[src/rtl/rll_keyed_datapath_seq.sv]
// Sequential RLL key-gated datapath: serial valid/ready key load, then XOR/XNOR gating into a registered output.
// Optional feature macro RLL_LOAD_LIMIT_EN: limits key loads to MAX_LOADS, then asserts lockout until reset.
module rll_keyed_datapath_seq #(
  parameter int                KEY_W     = 32,
  parameter int                DATA_W    = 32,
  parameter logic [KEY_W-1:0]  POL_MASK  = '0,
  parameter int                MAX_LOADS = 4
) (
  input  logic              clk,
  input  logic              rst,
  input  logic              load_start,
  input  logic              key_bit,
  input  logic              key_valid,
  output logic              key_ready,
  output logic              armed,
  input  logic [DATA_W-1:0] data_in,
  input  logic              data_in_valid,
  output logic [DATA_W-1:0] data_out,
  output logic              data_out_valid,
  output logic              lockout
);

  localparam int CW = $clog2(KEY_W + 1);

  typedef enum logic [1:0] {
    S_IDLE  = 2'd0,
    S_LOAD  = 2'd1,
    S_ARMED = 2'd2
  } state_t;

  if (KEY_W < 2 || MAX_LOADS < 1) begin : g_bad_param
    $error("rll_keyed_datapath_seq: KEY_W must be >= 2 and MAX_LOADS >= 1");
  end

  state_t            r_state;
  state_t            w_state_nxt;
  logic [KEY_W-1:0]  r_key;
  logic [CW-1:0]     r_bit_cnt;
  logic [DATA_W-1:0] r_data_out;
  logic              r_data_out_valid;
  logic [DATA_W-1:0] w_gated;
  logic              w_clear;
  logic              w_accept;
  logic              w_locked;
  logic              w_limit_hit;

  // ---------------------------------------------------------------------------
  // Optional load limiter
  // ---------------------------------------------------------------------------
`ifdef RLL_LOAD_LIMIT_EN
  localparam int LC_W = $clog2(MAX_LOADS + 1);

  logic [LC_W-1:0] r_load_cnt;
  logic            r_lockout;
  logic            w_count_load;
  logic            w_lock_now;

  // A counted load is a real IDLE/ARMED -> LOAD transition, never a restart inside LOAD.
  assign w_count_load = w_clear && (r_state != S_LOAD) && (w_state_nxt == S_LOAD);
  assign w_lock_now   = w_clear && (w_state_nxt == S_IDLE);
  assign w_locked     = r_lockout;
  assign w_limit_hit  = (r_load_cnt == LC_W'(MAX_LOADS));

  always_ff @(posedge clk) begin
    if (rst) begin
      r_load_cnt <= '0;
      r_lockout  <= 1'b0;
    end else begin
      if (w_count_load && !w_limit_hit) r_load_cnt <= r_load_cnt + LC_W'(1);
      if (w_lock_now) r_lockout <= 1'b1;
    end
  end

  assign lockout = r_lockout;
`else
  assign w_locked    = 1'b0;
  assign w_limit_hit = 1'b0;
  assign lockout     = 1'b0;
`endif

  // ---------------------------------------------------------------------------
  // FSM: next-state and key-register control
  // ---------------------------------------------------------------------------
  // NOTE: every signal gets a default before the case so no path leaves it unassigned, which would infer a latch.
  always_comb begin
    w_state_nxt = r_state;
    w_clear     = 1'b0;
    w_accept    = 1'b0;
    unique case (r_state)
      S_IDLE, S_ARMED: begin
        if (load_start && !w_locked) begin
          w_clear = 1'b1;
          if (w_limit_hit) w_state_nxt = S_IDLE;
          else             w_state_nxt = S_LOAD;
        end
      end
      S_LOAD: begin
        if (load_start) begin
          w_clear = 1'b1;
        end else if (key_valid) begin
          w_accept = 1'b1;
          if (r_bit_cnt == CW'(KEY_W - 1)) w_state_nxt = S_ARMED;
        end
      end
      default: w_state_nxt = S_IDLE;
    endcase
  end

  // NOTE: sequential state uses non-blocking assignments so every register samples pre-edge values.
  always_ff @(posedge clk) begin
    if (rst) begin
      r_state   <= S_IDLE;
      r_key     <= '0;
      r_bit_cnt <= '0;
    end else begin
      r_state <= w_state_nxt;
      if (w_clear) begin
        r_key     <= '0;
        r_bit_cnt <= '0;
      end else if (w_accept) begin
        for (int i = 0; i < KEY_W; i++) begin
          if (r_bit_cnt == CW'(i)) r_key[i] <= key_bit;
        end
        r_bit_cnt <= r_bit_cnt + CW'(1);
      end
    end
  end

  assign key_ready = (r_state == S_LOAD);
  assign armed     = (r_state == S_ARMED);

  // ---------------------------------------------------------------------------
  // Key gates and output register
  // ---------------------------------------------------------------------------
  for (genvar i = 0; i < DATA_W; i++) begin : g_gate
    localparam int K = i % KEY_W;
    // XNOR is XOR with an inverted output, so the polarity bit folds in as a third XOR term.
    assign w_gated[i] = data_in[i] ^ r_key[K] ^ POL_MASK[K];
  end

  always_ff @(posedge clk) begin
    if (rst) begin
      r_data_out       <= '0;
      r_data_out_valid <= 1'b0;
    end else begin
      r_data_out_valid <= armed && data_in_valid;
      if (armed && data_in_valid) r_data_out <= w_gated;
    end
  end

  assign data_out       = r_data_out;
  assign data_out_valid = r_data_out_valid;

endmodule

[config.mk]
export PLATFORM = sky130hd
export DESIGN_NAME = rll_keyed_datapath_seq
export DESIGN_NICKNAME = d
export VERILOG_FILES = /design/src/rtl/rll_keyed_datapath_seq.sv
export SDC_FILE = /design/constraint.sdc
export NUM_CORES = 1
export LEC_CHECK = 0
export ABC_CLOCK_PERIOD_IN_PS = 1600
export BUFFER_PORTS_ARGS = -buffer_cell sky130_fd_sc_hd__buf_4
export CAP_MARGIN = 10
export CORE_AREA = 2 2 83 85
export CTS_CLUSTER_DIAMETER = 30
export DETAILED_ROUTE_END_ITERATION = 10
export DIE_AREA = 0 0 85 87
export PLACE_DENSITY_LB_ADDON = 0.15
export SYNTH_ARGS = -nofsm -noshare
export SYNTH_HDL_FRONTEND = slang
export SYNTH_SLANG_ARGS = --single-unit
[constraint.sdc]
create_clock -name clk -period 1.6 [get_ports clk]
set_input_delay 0.32 -clock clk [delete_from_list [all_inputs] [get_ports clk]]
set_output_delay 0.32 -clock clk [all_outputs]
set_load 0.02 [all_outputs]
==> results of run 1 <==
-- cell type report --
type | instances | area, sq um | area share (%)
timing repair buffer | 82 | 666 | 15.7
clock inverter | 5 | 78.8 | 1.86
tap | 80 | 100 | 2.36
sequential | 73 | 1470 | 34.5
clock buffer | 11 | 141 | 3.33
inverter | 4 | 15.0 | 0.354
multi-input combinational | 243 | 1780 | 41.9
-- cells in the final DEF (no fill, tap or decap), types with 5 or more instances in the layout --
cell type,instances
buf_4,78
dfxtp_1,70
nor2_1,36
nand3b_1,35
mux2i_1,33
xnor2_1,33
a211oi_1,32
nand3_1,30
clkbuf_8,10
and3b_2,5
-- metal layers --
layer | up-vias | share of wire, %
li1 | 1368 | -
met1 | 1274 | 46
met2 | 63 | 49
met3 | 7 | 3.9
met4 | 0 | 1.3
met5 | - | 0
-- logic make-up (layout without fill, tap and decap cells) --
kind of cell / Yosys count / count (layout) / synth area share, %
flops: 73 / 73 / 42.7
other cells: 1 / 1 / 0.110
buf+inv: 40 / 102 / 5.48
simple gates: 128 / 128 / 22.9
mux: 33 / 33 / 9.65
compound gates: 44 / 44 / 9.25
fa+ha+maj: 4 / 4 / 1.46
xor+xnor: 33 / 33 / 8.44
-- cell usage after synthesis (2+ instances only) --
| master | n | share of area [%] |
|---|---|---|
| a21oi_1 | 4 | 0.58 |
| ha_1 | 4 | 1.5 |
| xnor2_1 | 33 | 8.4 |
| or4_1 | 2 | 0.44 |
| buf_4 | 5 | 1.1 |
| nand4b_1 | 2 | 0.51 |
| inv_1 | 4 | 0.44 |
| mux2i_1 | 33 | 9.6 |
| nand2_1 | 2 | 0.22 |
| and4bb_2 | 2 | 0.73 |
| clkbuf_1 | 15 | 1.6 |
| nand3_1 | 30 | 4.4 |
| o21ai_0 | 3 | 0.44 |
| nor2_1 | 36 | 3.9 |
| dfxtp_1 | 73 | 43 |
| and3b_2 | 4 | 1.2 |
| buf_2 | 15 | 2.2 |
| nand3b_1 | 35 | 7.7 |
| a211oi_1 | 32 | 7.0 |
| nor2b_1 | 2 | 0.37 |
| or3_1 | 2 | 0.37 |
| o31ai_1 | 2 | 0.44 |
-- worst max-delay path, stage by stage, from the launching register on --
cell      delay [ns]
dfxtp_2         0.41
nand2b_2        0.20
inv_1           0.06
buf_4           0.15
-- stage by stage --
| stage | hold slack, ns | setup WS [ns] | std cells |
|---|---|---|---|
| floorplan | 0.466 | 0.265 | 356 |
| global placement | 0.488 | 0.191 | 482 |
| detailed placement | 0.493 | 0.127 | 482 |
| CTS | 0.255 | 0.0129 | 498 |
| global route | 0.260 | 0.0445 | 498 |
| finish | 0.261 | 0.131 | 498 |
-- state kept, by name, summed over array words and instances, names as in the netlist --
signal and count:
r_key 32, r_state 2, data_out 32, data_out_valid 1, r_bit_cnt 6
-- power by group through the flow --
stage / combinational, mW / sequential [mW] / clock, mW
floorplan: 0.127 / 1.86 / 0
global route: 0.258 / 1.82 / 1.71
global placement: 0.237 / 1.87 / 0
detailed placement: 0.239 / 1.87 / 0
finish: 0.238 / 1.82 / 1.61
CTS: 0.239 / 1.82 / 1.63
-- what timing repair did --
item,4_1_cts,5_1_grt
hold buffers,0,0
setup endpoints to repair,0,3
resized for setup,0,3
setup buffers,0,0
-- worst max-delay path by stage --
stage	from	to	slack (ns)	cells past startpoint
floorplan	r_bit_cnt[1]	r_bit_cnt[4]	0.26	4
global placement	r_state[0]	r_key[5]	0.19	3
detailed placement	r_bit_cnt[1]	r_bit_cnt[4]	0.13	4
CTS	r_state[0]	key_ready	0.01	3
global route	r_bit_cnt[0]	r_bit_cnt[4]	0.04	4
finish	r_state[1]	key_ready	0.13	3
==> metrics.md, run 1 <==
| Metric | Value |
|---|---|
| GRT met1 Usage | between 20% and 30% |
| Status | complete, no violations |
| Worst Hold End | data_out[26] |
| Most used DFF post-synth | dfxtp_1 |
| Area grow syn2layout | 23.9% |
| Worst Skew | 0.00493 ns |
| Post-synth cell types | 38 |
| #FFs+latches synth | 73 |
| Pint | between 2 and 3 mW |
| Utilization after layout | about 65% |
| Antenna violations before repair | 0 |
| First-pass GRT wire length | ~12 mm |
| Overall power | around 3.7 mW |
| Asr flop ratio synth | 0% |
| Worst Setup Start Kind | register |
| FILL cells | 574 |
| Worst skew pair latency | approximately 0.34 ns |
| Gp weighted congestion | 0.804 |
| Fin. max-slew vios | 0 |
| # DRC | 0 |
| Iter 0 DRT Violations | 92 |
| Clk pwr share | roughly 44% |
| H-tree depth | 3 |
| Vias/cell | 5.45 |
| TNS Setup | 0 ns |
| IO Pins | 74 |
| Worst-path fanout max | 9 |
| Minimum clock period | between 1 and 1.5 ns |
| Comb pwr share | about 6.5% |
| DP HPWL | roughly 5 mm |
| Total Die Area | approximately 7400 sq um |
| IO Port Bufs | 72 |
| Switching Power | roughly 0.80 mW |
| Net Count, Synth | just under 400 |
| CP endpoint kind | output port |
| Die Y | around 87 microns |
| Root buffer selected by CTS | clkbuf_8 |
| R2R cell count | 4 |
| Gr ovfl total | 0 |
| Max Clk Rate | around 700 MHz |
| Pre-antenna DRT Iters | 6 |
| Post-synthesis sequential area ratio | about 43% |
| Chip Width | around 85 microns |
| Worst reg2reg setup slack | 0.15 ns |
| Number of synthesized flops with an enable pin | 0 |
| Crit path DAT | between 1 and 1.5 ns |
| Worst hold start | data_in[26] |
| Worst Setup Path Type | register to output port |
| Total track usage | around a fifth |
| Post-Syn Area | about 3400 sq um |
| Dpl cell area | roughly 4000 sq um |
| DRT antenna net count | 0 |
| Vias in the first global route | roughly 2.5k |
| Reg2reg end | r_bit_cnt[4] |
| Clock-pin slew on the worst setup and hold paths | roughly 0.08 ns |
| Switching share of power | 21.9% |
| DRT Wirelength | approximately 7.3 mm |
| DR WL/cell | around 15 microns |
| Syn Inst Count | between 300 and 400 |
| Clock buffer depth | 2 |
| Tcrit/Tclk final | 91.8% |
| RSZ-0062 raised after global routing | no |
| Static leakage power | around 1.7 nW |
| Layout cells sized above 1 | around a quarter |
| Design Area, Final | between 4000 and 5000 sq um |
| Largest net degree at the start of global routing | 41 |
| Busiest grt layer | met2 |
| Clk sink count | 73 |
| Syn Area/Cell | 9.62 sq um |
| CTS tree | yes |
| GR Layer Usage met3 | 3.51% |
| CTS buffer count | 9 |
| Maxcap violations | 0 |
| Global routing usage on met2 | a little over a third |
| Hold Path Class | primary input to register |
| Sequential share of power | about half |
| Total inserted antenna cells | 0 |
| Setup violators final | 0 |
| Pwr dens | around 870 nW/um^2 |
| FF-to-FF Start | r_bit_cnt[0] |
| Rows | 30 |
| Vias | roughly 2.7k |
| Layout Nets | approximately 460 |
| Synth Warn # | 0 |
| Core ar. | 6570 sq um |
| Final Hold Vio Count | 0 |
| Max rail drop VDD | 603 uV |
| Hold path depth | 3 |
| Starting Density | between 50 and 60% |
| Req. time, crit path | roughly 1.3 ns |
Note: power is estimated with default switching activity, not from simulation.
==> inputs of run 2 (changes only) <==
--- a/config.mk
+++ b/config.mk
@@ -8,10 +8,10 @@
 export ABC_CLOCK_PERIOD_IN_PS = 1600
 export BUFFER_PORTS_ARGS = -buffer_cell sky130_fd_sc_hd__buf_4
 export CAP_MARGIN = 10
-export CORE_AREA = 2 2 83 85
+export CORE_AREA = 5 5 86 88
 export CTS_CLUSTER_DIAMETER = 30
 export DETAILED_ROUTE_END_ITERATION = 10
-export DIE_AREA = 0 0 85 87
+export DIE_AREA = 0 0 91 93
 export PLACE_DENSITY_LB_ADDON = 0.15
 export SYNTH_ARGS = -nofsm -noshare
 export SYNTH_HDL_FRONTEND = slang
==> run 2 against run 1 <==
  * Via count down 0.77%
  * Global-route usage down 2.6 points
  * Wire length grew 0.69%
  * Final cell count shrank 0.20%
  * First-iteration DRC count grew 38%
  * Utilization is 0.27 points lower
  * Clock power about the same
  * Sequential power is essentially flat
  * Critical endpoint unchanged
  * Clock skew is 0.0022 ns higher
  * Clock-buffer cell count fell by 1
==> metrics.md, run 2 (same netlist as run 1, synthesis figures left out) <==
| Metric | Value |
|---|---|
| Hold buffer count at cts | 0 |
| Cts repair resizes | 0 |
| Setup violators final | 0 |
| Hold path depth | 3 |
| DP HPWL | ~4.9 mm |
| Total inserted antenna cells | 0 |
| Tcrit/Tclk final | just over 90% |
| Antenna violations before repair | 0 |
| Pint | 2.83 mW |
| Reg2reg end | r_bit_cnt[4] |
| FF-to-FF Start | r_bit_cnt[1] |
| Clock buffer depth | 2 |
| Worst Hold End | data_out[5] |
| IO Port Bufs | about 70 |
| Req. time, crit path | 1.28 ns |
| Pre-antenna DRT Iters | 4 |
| Worst-path fanout max | 9 |
| DRT Wirelength | roughly 7.3 mm |
| Overall power | around 3.7 mW |
| Sequential share of power | between 40% and 50% |
| Crit path DAT | approximately 1.2 ns |
| Area grow syn2layout | 23.4% |
| H-tree depth | 3 |
| # DRC | 0 |
| Worst Setup Start Kind | register |
| Max rail drop VDD | 704 uV |
| Worst reg2reg setup slack | 0.12 ns |
| CP max stage delay | about 0.4 ns |
| Clk sink count | 73 |
| Max Clk Rate | about 670 MHz |
| Total track usage | between 10% and 20% |
| Gr ovfl total | 0 |
| Pwr dens | just under 900 nW/um^2 |
| Final Hold Vio Count | 0 |
| Worst Setup Path Type | register to output port |
| Slowest-stage cell, CP | dfxtp_2 |
| Critical Path, Cell by Cell | nand2b_2, inv_1, buf_4 |
| Clk pwr share | around 44% |
| Design Area, Final | between 4000 and 5000 sq um |
| Largest net degree at the start of global routing | 48 |
| Rows | 30 |
| DRT antenna net count | 0 |
| Vias | about 2.7k |
| Gp weighted congestion | roughly 0.80 |
| Fin. max-slew vios | 0 |
| Layout cells sized above 1 | a little over a quarter |
| Worst skew pair latency | 0.35 ns |
| Switching Power | around 0.83 mW |
| First-pass GRT wire length | roughly 12 mm |
| Starting Density | a little over half |
| Vias in the first global route | about 2.5k |
| Minimum clock period | approximately 1.5 ns |
| Final Non-Filler Cells | ~500 |
| CTS buffer count | 9 |
| Worst hold start | data_in[5] |
| Root buffer selected by CTS | clkbuf_8 |
| Status | complete, no violations |
| Iter 0 DRT Violations | between 100 and 150 |
| Worst Skew | 0.00709 ns |
| Dpl cell area | between 3000 and 4000 sq um |
| R2R cell count | 4 |
| Placed cell count | 481 |
| DR WL/cell | between 10 and 15 microns |
| IO Pins | 74 |
| CP endpoint kind | output port |
| Commonest cells after routing, fill and taps aside | buf_4 (78), dfxtp_1 (71), nor2_1 (36) |
| TNS Setup | 0 ns |
| Core ar. | around 6600 sq um |
| Vias/cell | about 5.4 |
| Static leakage power | ~1.7 nW |
| Chip Width | a little over 90 microns |
| RSZ-0062 raised after global routing | no |
| CTS tree | yes |
| Maxcap violations | 0 |
| Layout Nets | 454 |
| Hold Path Class | primary input to register |
| Die Y | ~93 microns |
| Total Die Area | approximately 8500 sq um |
| Switching share of power | a little under a quarter |
| Post-CTS Setup Inserts | 0 |
| Comb pwr share | between 6 and 7% |
| Leading cell type in the layout, fill and taps excluded | buf_4 |
| Clock-pin slew on the worst setup and hold paths | roughly 0.080 ns |
[run 2: changes by cell type in the layout (fill, tap and decap cells not counted), sizes merged]
| cell | before | now |
|---|---|---|
| buf | 82 | 81 |
| clkbuf | 11 | 10 |
| clkinv | 3 | 1 |
| clkinvlp | 0 | 1 |
| inv | 4 | 6 |
[run 2: layer usage]
metal  share of wire (%)  track usage, %
met1                  45            22.0
met2                  47            28.1
met3                 6.0            4.59
met4                 1.3            8.80
met5                   0               0
[run 2: stage by stage]
stage / setup slack, ns / util (%) / hold WS, ns
6_report: 0.110 / 64.3 / 0.247
2_1_floorplan: 0.265 / - / 0.466
5_1_grt: 0.0190 / 64.3 / 0.244
4_1_cts: 0.00957 / 64.2 / 0.243
3_5_place_dp: 0.136 / 60.9 / 0.492
3_3_place_gp: 0.210 / 60.9 / 0.487
[run 2: final cells by class]
| type | instances | area (sq um) |
|---|---|---|
| clock buffer | 10 | 128 |
| clock inverter | 6 | 90.1 |
| fill | 559 | 2340 |
| inverter | 4 | 15.0 |
| multi-input combinational | 243 | 1780 |
| sequential | 73 | 1460 |
| tap | 80 | 100 |
| timing repair buffer | 81 | 646 |
[run 2: critical path, delay by kind of cell (launching register included)]
family / cells / cell delay, ns
flops: 1 / 0.40
buf+inv: 2 / 0.21
simple gates: 1 / 0.20
[run 2: how the worst max path moves through the flow]
stage	startpoint	end	slack [ns]
CTS	r_state[0]	key_ready	0.01
floorplan	r_bit_cnt[1]	r_bit_cnt[4]	0.26
detailed placement	r_bit_cnt[1]	r_key[15]	0.14
global placement	r_state[0]	r_key[6]	0.21
finish	r_state[1]	key_ready	0.11
global route	r_bit_cnt[1]	r_bit_cnt[4]	0.02
[run 2: power by group through the flow]
stage	registers [mW]	clock network [mW]	logic, mW
3_5_place_dp	1.87	0	0.236
5_1_grt	1.82	1.71	0.253
6_report	1.82	1.61	0.233
4_1_cts	1.82	1.63	0.236
2_1_floorplan	1.86	0	0.127
3_3_place_gp	1.87	0	0.234
